**config.mk**
```make
export PLATFORM = sky130hd
export DESIGN_NAME = terminate_issue_queue
export DESIGN_NICKNAME = d
export VERILOG_FILES = /design/src/rtl/terminate_issue_queue_pkg.sv /design/src/rtl/terminate_issue_queue_entry.sv /design/src/rtl/terminate_issue_queue.sv
export SDC_FILE = /design/constraint.sdc
export NUM_CORES = 1
export LEC_CHECK = 0
export ABC_AREA = 1
export CORE_MARGIN = 10
export CORE_UTILIZATION = 48
export DETAILED_ROUTE_END_ITERATION = 7
export GPL_ROUTABILITY_DRIVEN = 0
export GPL_TIMING_DRIVEN = 1
export PLACE_DENSITY = 0.69
export SYNTH_ARGS = -nofsm -noshare
export SYNTH_HDL_FRONTEND = slang
export SYNTH_HIERARCHICAL = 1
export SYNTH_SLANG_ARGS = --single-unit
```
**constraint.sdc**
```tcl
create_clock -name clk -period 3.45 [get_ports clk]
set_input_delay 0.5175 -clock clk [delete_from_list [all_inputs] [get_ports clk]]
set_output_delay 0.5175 -clock clk [all_outputs]
set_load 0.02 [all_outputs]
```
**src/rtl/terminate_issue_queue_pkg.sv**
```systemverilog
// Shared types and constants for the terminate issue queue.
package terminate_issue_queue_pkg;

    // Width of a physical-register or flag-group tag.
    localparam int TIQ_TAG_W = 6;

    // Opcode bit 0 selects the terminate flavour.
    localparam logic OP_SEL_IMM_ADD     = 1'b1;
    localparam logic OP_SEL_COND_OFFSET = 1'b0;

    // Payload carried by every queue slot. Widths are 4/8/4/16/8.
    typedef struct packed {
        logic [3:0]  opcode;
        logic [7:0]  offset;
        logic [3:0]  immediate;
        logic [15:0] base_val;
        logic [7:0]  flag_val;
    } tiq_fields_t;

    // True when the opcode requests the immediate-add flavour.
    function automatic logic is_imm_add(input logic [3:0] op);
        return op[0] == OP_SEL_IMM_ADD;
    endfunction

endpackage

```
**src/rtl/terminate_issue_queue_entry.sv**
```systemverilog
// One issue-queue slot: payload storage, operand wakeup and ready logic.
module tiq_entry
    import terminate_issue_queue_pkg::*;
#(
    parameter int TAG_W = TIQ_TAG_W
) (
    input  logic              clk,
    input  logic              rst,
    input  logic              i_flush,
    input  logic              i_write,
    input  logic              i_clear,
    input  tiq_fields_t       i_fields,
    input  logic              i_base_ready,
    input  logic [TAG_W-1:0]  i_base_tag,
    input  logic              i_flag_ready,
    input  logic [TAG_W-1:0]  i_flag_tag,
    input  logic              i_reg_wake_valid,
    input  logic [TAG_W-1:0]  i_reg_wake_tag,
    input  logic [15:0]       i_reg_wake_data,
    input  logic              i_flag_wake_valid,
    input  logic [TAG_W-1:0]  i_flag_wake_tag,
    input  logic [7:0]        i_flag_wake_data,
    output logic              o_valid,
    output logic              o_ready,
    output tiq_fields_t       o_fields
);

    logic              r_valid;
    logic              r_base_rdy;
    logic              r_flag_rdy;
    logic [TAG_W-1:0]  r_base_tag;
    logic [TAG_W-1:0]  r_flag_tag;
    tiq_fields_t       r_fields;

    // A broadcast in the enqueue cycle is caught here, otherwise it would be missed.
    logic w_enq_base_hit;
    logic w_enq_flag_hit;
    logic w_res_base_hit;
    logic w_res_flag_hit;

    assign w_enq_base_hit = ~i_base_ready & i_reg_wake_valid  & (i_reg_wake_tag  == i_base_tag);
    assign w_enq_flag_hit = ~i_flag_ready & i_flag_wake_valid & (i_flag_wake_tag == i_flag_tag);
    // Only waiting operands listen; ready ones keep their captured value.
    assign w_res_base_hit = r_valid & ~r_base_rdy & i_reg_wake_valid  & (i_reg_wake_tag  == r_base_tag);
    assign w_res_flag_hit = r_valid & ~r_flag_rdy & i_flag_wake_valid & (i_flag_wake_tag == r_flag_tag);

    // Slot state: flush beats write, write beats pop/wakeup.
    always_ff @(posedge clk or posedge rst) begin
        if (rst) begin
            r_valid    <= 1'b0;
            r_base_rdy <= 1'b0;
            r_flag_rdy <= 1'b0;
            r_base_tag <= '0;
            r_flag_tag <= '0;
            r_fields   <= '0;
        end else if (i_flush) begin
            r_valid <= 1'b0;
        end else if (i_write) begin
            r_valid    <= 1'b1;
            r_fields   <= i_fields;
            r_base_tag <= i_base_tag;
            r_flag_tag <= i_flag_tag;
            r_base_rdy <= i_base_ready | w_enq_base_hit;
            r_flag_rdy <= i_flag_ready | w_enq_flag_hit;
            if (w_enq_base_hit) r_fields.base_val <= i_reg_wake_data;
            if (w_enq_flag_hit) r_fields.flag_val <= i_flag_wake_data;
        end else begin
            if (i_clear) r_valid <= 1'b0;
            if (w_res_base_hit) begin
                r_base_rdy        <= 1'b1;
                r_fields.base_val <= i_reg_wake_data;
            end
            if (w_res_flag_hit) begin
                r_flag_rdy        <= 1'b1;
                r_fields.flag_val <= i_flag_wake_data;
            end
        end
    end

    assign o_valid  = r_valid;
    assign o_ready  = r_base_rdy & r_flag_rdy;
    assign o_fields = r_fields;

endmodule

```
**src/rtl/terminate_issue_queue.sv**
```systemverilog
// In-order issue queue feeding the terminate (branch-resolution) pipeline.
module terminate_issue_queue
    import terminate_issue_queue_pkg::*;
#(
    parameter int DEPTH = 4,
    parameter int TAG_W = TIQ_TAG_W,
    parameter int PTR_W = 2
) (
    input  logic              clk,
    input  logic              rst,
    input  logic              enq_valid,
    output logic              enq_ready,
    input  logic [3:0]        enq_opcode,
    input  logic [7:0]        enq_offset,
    input  logic [3:0]        enq_immediate,
    input  logic              enq_base_ready,
    input  logic [TAG_W-1:0]  enq_base_tag,
    input  logic [15:0]       enq_base_val,
    input  logic              enq_flag_ready,
    input  logic [TAG_W-1:0]  enq_flag_tag,
    input  logic [7:0]        enq_flag_val,
    input  logic              reg_wake_valid,
    input  logic [TAG_W-1:0]  reg_wake_tag,
    input  logic [15:0]       reg_wake_data,
    input  logic              flag_wake_valid,
    input  logic [TAG_W-1:0]  flag_wake_tag,
    input  logic [7:0]        flag_wake_data,
    input  logic              flush,
    output logic              instr_valid,
    input  logic              instr_ready,
    output logic [3:0]        opcode,
    output logic [15:0]       reg_base_val,
    output logic [7:0]        flag_vals,
    output logic [7:0]        offset,
    output logic [3:0]        immediate,
    output logic              empty
);

    localparam logic [PTR_W:0] FULL_COUNT = (PTR_W+1)'(DEPTH);

    logic [PTR_W-1:0] r_head;
    logic [PTR_W-1:0] r_tail;
    logic [PTR_W:0]   r_count;

    logic             w_enq;
    logic             w_pop;
    tiq_fields_t      w_enq_fields;
    tiq_fields_t      w_head_fields;
    logic             w_valid  [DEPTH];
    logic             w_ready  [DEPTH];
    tiq_fields_t      w_fields [DEPTH];

    assign enq_ready    = (r_count != FULL_COUNT);
    assign empty        = (r_count == '0);
    assign w_enq        = enq_valid & enq_ready & ~flush;
    assign instr_valid  = w_valid[r_head] & w_ready[r_head] & ~flush;
    assign w_pop        = instr_valid & instr_ready;

    assign w_enq_fields = '{opcode:    enq_opcode,
                            offset:    enq_offset,
                            immediate: enq_immediate,
                            base_val:  enq_base_val,
                            flag_val:  enq_flag_val};

    genvar gi;
    generate
        for (gi = 0; gi < DEPTH; gi++) begin : g_slot
            tiq_entry #(.TAG_W(TAG_W)) u_entry (
                .clk               (clk),
                .rst               (rst),
                .i_flush           (flush),
                .i_write           (w_enq && (r_tail == PTR_W'(gi))),
                .i_clear           (w_pop && (r_head == PTR_W'(gi))),
                .i_fields          (w_enq_fields),
                .i_base_ready      (enq_base_ready),
                .i_base_tag        (enq_base_tag),
                .i_flag_ready      (enq_flag_ready),
                .i_flag_tag        (enq_flag_tag),
                .i_reg_wake_valid  (reg_wake_valid),
                .i_reg_wake_tag    (reg_wake_tag),
                .i_reg_wake_data   (reg_wake_data),
                .i_flag_wake_valid (flag_wake_valid),
                .i_flag_wake_tag   (flag_wake_tag),
                .i_flag_wake_data  (flag_wake_data),
                .o_valid           (w_valid[gi]),
                .o_ready           (w_ready[gi]),
                .o_fields          (w_fields[gi])
            );
        end
    endgenerate

    // Data outputs always expose the head slot, issued or not.
    assign w_head_fields = w_fields[r_head];
    assign opcode        = w_head_fields.opcode;
    assign reg_base_val  = w_head_fields.base_val;
    assign flag_vals     = w_head_fields.flag_val;
    assign offset        = w_head_fields.offset;
    assign immediate     = w_head_fields.immediate;

    // Pointer and occupancy bookkeeping; flush rewinds everything to slot 0.
    always_ff @(posedge clk or posedge rst) begin
        if (rst) begin
            r_head  <= '0;
            r_tail  <= '0;
            r_count <= '0;
        end else if (flush) begin
            r_head  <= '0;
            r_tail  <= '0;
            r_count <= '0;
        end else begin
            if (w_enq) r_tail <= r_tail + 1'b1;
            if (w_pop) r_head <= r_head + 1'b1;
            case ({w_enq, w_pop})
                2'b10:   r_count <= r_count + 1'b1;
                2'b01:   r_count <= r_count - 1'b1;
                default: r_count <= r_count;
            endcase
        end
    end

endmodule

```
==> run metrics, run 1 <==
Top FF cell, synth dfrtp_1; # rows 63; reg2reg setup slack 0.99 ns; worst path bufs/invs 2; drt pass-1 iters 6; hpwl dp 29.4 mm; Setup Viol. Count Final 0; Layout area overhead 18.1%; die area 0.0371 mm^2; initial antenna violation count 0; design area 0.0169 mm^2; io pins 140; GRT overflow 0; Via Count 13000; RSZ-0062 raised after global routing no; RR Startpoint r_head[0]$_DFFE_PP0P_; first-pass GRT wire length 69.2 mm; hold_buf cts 0; Critical Path End Type output port; P per Cell Area 546 mW/mm^2; syn nets 1994; CTS tree yes; Die Ht 193 um; total of max-cap violations 0; CP top delay family buffers and inverters; final WL 43.0 mm; maximum VDD drop 0.285 mV; syn avg cell area 7.59 um^2; share of layout cells above drive strength 1 0.149; die width 193 um; worst rel slew slack 0.504; CTS Sinks 227; WP data arrival 2.76 ns; NumNets Final 2105; DP Area 0.0160 mm^2; synthesized flop and latch total 227; H-tree levels 1; crit path time final 3.28 ns; Slew @ Worst Pin 0.743 ns; Total Routing Usage GR 0.232; Worst Skew 0.0154 ns; Final Hold Fails 0; DR DRC count 0; critical path, cell by cell buf_4 -> o21ai_0 -> o22ai_1 -> clkdlybuf4s50_1; most common library cell in the layout ignoring fill and taps nand2_1; P_leak 9.03 nW; Post-Route Setup TNS 0 ns; Seq/Total Area, Yosys 0.397; Yosys cell types 37; CTS Root Cell clkbuf_16; # fillers 2708; Post-synth EDFFs 0; PortBufs 139; CP max stage cell clkdlybuf4s50_1; Final Max Tran Viols 0; insertion delay to the later sink of the worst-skew pair 0.53 ns; TritonCTS Buffers 25; clock transition at the registers of the reported paths 0.07 ns; pin count of the biggest net entering global routing 68; Synth warnings 6; clock buffer depth 3; post-synthesis async set-or-reset flop share 1.00; final worst-path cycle share 0.951; Initial Util 0.484; class of the worst hold path in2async; most frequent cells in the layout 367 x nand2_1, 330 x inv_1, 291 x nand3_1; Syn Std Cell Area 0.0143 mm^2; antenna-violating nets left 0; drt wl/cell 17.9 um; status completed; Starting DRT DRC Count 1251; Synth Instances 1888; CP Launch Point r_head[0]$_DFFE_PP0P_; post-route core utilization 0.572; FMAX 305 MHz; Core Footprint 0.0296 mm^2; Ant. Diodes 0; Crit Path Class reg2out; Vias/cell 5.40; max incr delay on CP 0.67 ns; Critical Path Start Type flop; Worst Path Max Fanout 42; vias in the first global route 12900; worst path required time 2.93 ns
-- metrics by stage --
step | hold WS [ns] | cells | power, mW | setup slack, ns
2_1_floorplan | 0.321 | 1888 | 5.41 | 1.40
3_3_place_gp | 0.481 | 2362 | 6.34 | 0.667
3_5_place_dp | 0.488 | 2362 | 6.43 | 0.625
4_1_cts | 0.454 | 2405 | 9.30 | 0.0605
5_1_grt | 0.479 | 2405 | 9.78 | 0.0574
6_report | 0.453 | 2405 | 9.24 | 0.171
-- path summary, 6_finish.rpt --
check | depth (start not counted) | to
max | 4 | reg_base_val[15]
min | 2 | r_tail[1]$_DFFE_PP0P_
max reg2reg | 14 | r_count[2]$_DFFE_PP0P_
min reg2reg | 1 | g_slot[1].u_entry/o_fields[30]$_DFFE_PP0P_
max in group asynchronous | 3 | g_slot[3].u_entry/r_flag_tag[5]$_DFFE_PP0P_
min in group clk | 1 | g_slot[1].u_entry/o_fields[30]$_DFFE_PP0P_
-- cells in the mapped netlist (2+ instances only) --
cell / n / area share
nand3_2: 45 / 0.031
mux2_2: 72 / 0.057
nand2_4: 13 / 0.010
xor2_1: 8 / 0.0049
ha_1: 8 / 0.0070
o21ai_2: 8 / 0.0049
nand3b_1: 8 / 0.0042
inv_1: 334 / 0.088
o21ai_1: 2 / 0.00070
inv_2: 9 / 0.0024
nor2_2: 9 / 0.0039
nand4_1: 5 / 0.0022
nor2_4: 4 / 0.0031
nand3_1: 291 / 0.10
xnor2_1: 21 / 0.013
clkbuf_1: 35 / 0.0092
o22ai_1: 40 / 0.017
buf_4: 4 / 0.0021
buf_12: 4 / 0.0056
nor2_1: 120 / 0.031
dfrtp_1: 227 / 0.40
o21ai_0: 135 / 0.047
or2_0: 8 / 0.0035
nor3_4: 4 / 0.0045
nand2_8: 4 / 0.0056
buf_8: 4 / 0.0042
o31ai_1: 4 / 0.0021
buf_2: 33 / 0.012
nand2_1: 371 / 0.097
nand2_2: 51 / 0.022
-- timing repair --
| action | CTS | global route |
|---|---|---|
| endpoints found under the setup margin | 0 | 7 |
| hold endpoints to repair | 0 | 0 |
| gates resized for setup | 0 | 2 |
| setup buffers | 0 | 0 |
-- layer usage --
layer  wire length [um]  track usage  part of all wire  up-vias
met3               3300       0.0381             0.077       70
met4                880       0.0626             0.020        0
met1              18500        0.308              0.43     6200
met2              20300        0.383              0.47      511
met5                  0            0                 0        -
li1                   -            -                 -     6198
-- where the power goes --
| group | internal (mW) | total (mW) | switching (mW) |
|---|---|---|---|
| combinational | 1.17 | 2.52 | 1.35 |
| sequential | 3.41 | 3.87 | 0.458 |
| clock | 1.73 | 2.85 | 1.12 |
| total | 6.31 | 9.24 | 2.93 |
-- cells by family (layout without fill, tap and decap cells) --
group / Yosys count / after routing / synth area share
DFF: 227 / 227 / 0.397
xor gates and xnor gates: 29 / 29 / 0.0177
adders and majority gates: 9 / 9 / 0.00839
buffers and inverters: 425 / 552 / 0.124
and+or+nand+nor: 936 / 936 / 0.324
muxes: 72 / 72 / 0.0566
AOI/OAI and AO/OA: 190 / 190 / 0.0727
-- final cells by class --
| cell class | count | area (um^2) | area share |
|---|---|---|---|
| clock buffers | 33 | 706 | 0.0417 |
| clock inverters | 10 | 163 | 0.00962 |
| inverters | 343 | 1290 | 0.0763 |
| multi-input cells | 1236 | 6890 | 0.407 |
| flip-flops and latches | 227 | 5680 | 0.336 |
| well taps | 390 | 488 | 0.0289 |
| repair buffers | 166 | 1690 | 0.100 |
-- state kept, by name, indices dropped and copies added (netlist names) --
name	cells
g_slot.u_entry/o_fields	160
g_slot.u_entry/o_valid	4
g_slot.u_entry/r_base_rdy	4
g_slot.u_entry/r_base_tag	24
g_slot.u_entry/r_flag_rdy	4
g_slot.u_entry/r_flag_tag	24
r_count	3
r_head	2
r_tail	2
No activity file was read; power rests on OpenSTA's default activity.
==> run 2, diff against run 1 <==
--- a/config.mk
+++ b/config.mk
@@ -8,6 +8,7 @@
 export ABC_AREA = 1
 export CORE_MARGIN = 10
 export CORE_UTILIZATION = 48
+export CTS_CLUSTER_SIZE = 14
 export DETAILED_ROUTE_END_ITERATION = 7
 export GPL_ROUTABILITY_DRIVEN = 0
 export GPL_TIMING_DRIVEN = 1
==> results of run 2 <==
Same layout as run 1: the final DEF is identical, and so are final timing and power.
==> variant, RTL diff (config.mk and constraints of run 1) <==
Reset style: synchronous (`rst`), changed in 2 clocked blocks.
--- a/src/rtl/terminate_issue_queue_entry.sv
+++ b/src/rtl/terminate_issue_queue_entry.sv
@@ -45,7 +45,7 @@
     assign w_res_flag_hit = r_valid & ~r_flag_rdy & i_flag_wake_valid & (i_flag_wake_tag == r_flag_tag);
 
     // Slot state: flush beats write, write beats pop/wakeup.
-    always_ff @(posedge clk or posedge rst) begin
+    always_ff @(posedge clk) begin
         if (rst) begin
             r_valid    <= 1'b0;
             r_base_rdy <= 1'b0;
--- a/src/rtl/terminate_issue_queue.sv
+++ b/src/rtl/terminate_issue_queue.sv
@@ -98,7 +98,7 @@
     assign immediate     = w_head_fields.immediate;
 
     // Pointer and occupancy bookkeeping; flush rewinds everything to slot 0.
-    always_ff @(posedge clk or posedge rst) begin
+    always_ff @(posedge clk) begin
         if (rst) begin
             r_head  <= '0;
             r_tail  <= '0;
Function: differs if rst is asserted again (counterexample within 4 cycles, from zero or initial values and one cycle with rst high); with rst held inactive, the same outputs for 4 cycles.
==> variant against run 1 <==
  * Area after synthesis is 4.9% lower
  * Cell area shrank 5.3%
  * Sequential cell count unchanged
  * Critical endpoint unchanged
  * Cell count increased by 15%
  * Core utilization is 0.29 points higher
  * Setup slack better by 0.16 ns
  * Wire length up 4.8%
Power is not compared: it rests on default switching activity, and its combinational part moved more than twofold at a synthesized area within 25%.
==> variant: results (changes against run 1) <==
| Metric | Value |
|---|---|
| Status | finished, final reports clean |
| Pre-CTS setup slack | 0.393 ns (-0.232 ns) |
| Crit path max fanout | 22 (-48%) |
| Skew final | 0.0147 ns (-0.000764 ns) |
| WHS Path Cells | 2 |
| R2R cell count | 13 (-1) |
| Share of cells above drive strength 1 | 5.44% (-9.5 points) |
| All-Layer GR Usage | 24.4% (+1.2 points) |
| Commonest cells post-synth | nor2_1, nand2_1, inv_1, dfxtp_1, o21ai_0 |
| Via density | 5.18 (-4.0%) |
| Final min period | 3.12 ns (-0.155 ns) |
| Critical path launch point | r_head[0]$_SDFFE_PP0P_ |
| Post-synth ARST share | 0% (-100 points) |
| Met1 wire length | 19900 um (+7.7%) |
| Inst Count DP | 2723 (+15%) |
| Largest net degree at the start of global routing | 87 (+28%) |
| Min Hold Slack | 0.472 ns (+0.0189 ns) |
| Area contributors post-synth | dfxtp_1, nor2_1, nand2_1, inv_1, o21ai_0 |
| Num CTS Buffers | 27 (+8.0%) |
| Syn avg cell area | 5.95 um2 (-22%) |
| Part of the Yosys area used for sequential elements | 33.4% (-6.3 points) |
| Top_reg_cell synth | dfxtp_1 |
| Yosys cell types | 29 (-22%) |
| Final instance area | 16000 um2 (-5.3%) |
| Post-synthesis xor/xnor area fraction | 1.54% (-0.23 points) |
| DP Wirelength | 28800 um (-2.3%) |
| Wire length per cell | 16.3 um (-9.0%) |
| Post-DP Area | 15100 um2 (-5.7%) |
| Syn_nets | 2397 (+20%) |
| Setup slack, reg-to-reg | 0.78 ns (-0.21 ns) |
| Nets | 2481 (+18%) |
| Iteration-0 DRC Markers | 1489 (+19%) |
| Hold Path Class | register to register |
| Worst-Margin Slew | 1.08 ns (+0.339 ns) |
| Met2 wire len | 20600 um (+1.5%) |
| Mux cell area share after synthesis | 0% (-5.7 points) |
| RR Endpoint | g_slot[3].u_entry/o_fields[15]$_SDFFE_PP0P_ |
| Routed wl met3 | 3590 um (+8.8%) |
[variant: changes by cell type after synthesis, moves of 85 or more]
| cell | delta |
|---|---|
| nor2_1 | +449 |
| dfrtp_1 | -227 |
| dfxtp_1 | +227 |
| nand3_1 | -176 |
| nand2_1 | +89 |
| a21oi_1 | +85 |
[variant: final cells by class]
| type | count | area share (%) |
|---|---|---|
| inverters | 346 | 8.11 |
| well taps | 378 | 2.95 |
| clock inverters | 3 | 0.422 |
| repair buffers | 161 | 9.87 |
| diodes | 1 | 0.0156 |
| flip-flops and latches | 227 | 28.4 |
| multi-input cells | 1611 | 45.2 |
| clock buffers | 43 | 5.09 |
[variant: per-layer routing]
metal / global-route usage [%] / vias up
met1: 31.8 / 6525
met4: 6.87 / 0
met5: 0 / -
met3: 3.40 / 64
met2: 41.1 / 562
li1: - / 7206
[variant: critical path, delay by kind of cell, from the launching register on]
family / cells / cell delay (ns)
simple gates: 1 / 0.10
flops: 1 / 0.33
compound gates: 1 / 0.28
buf+inv: 3 / 1.35
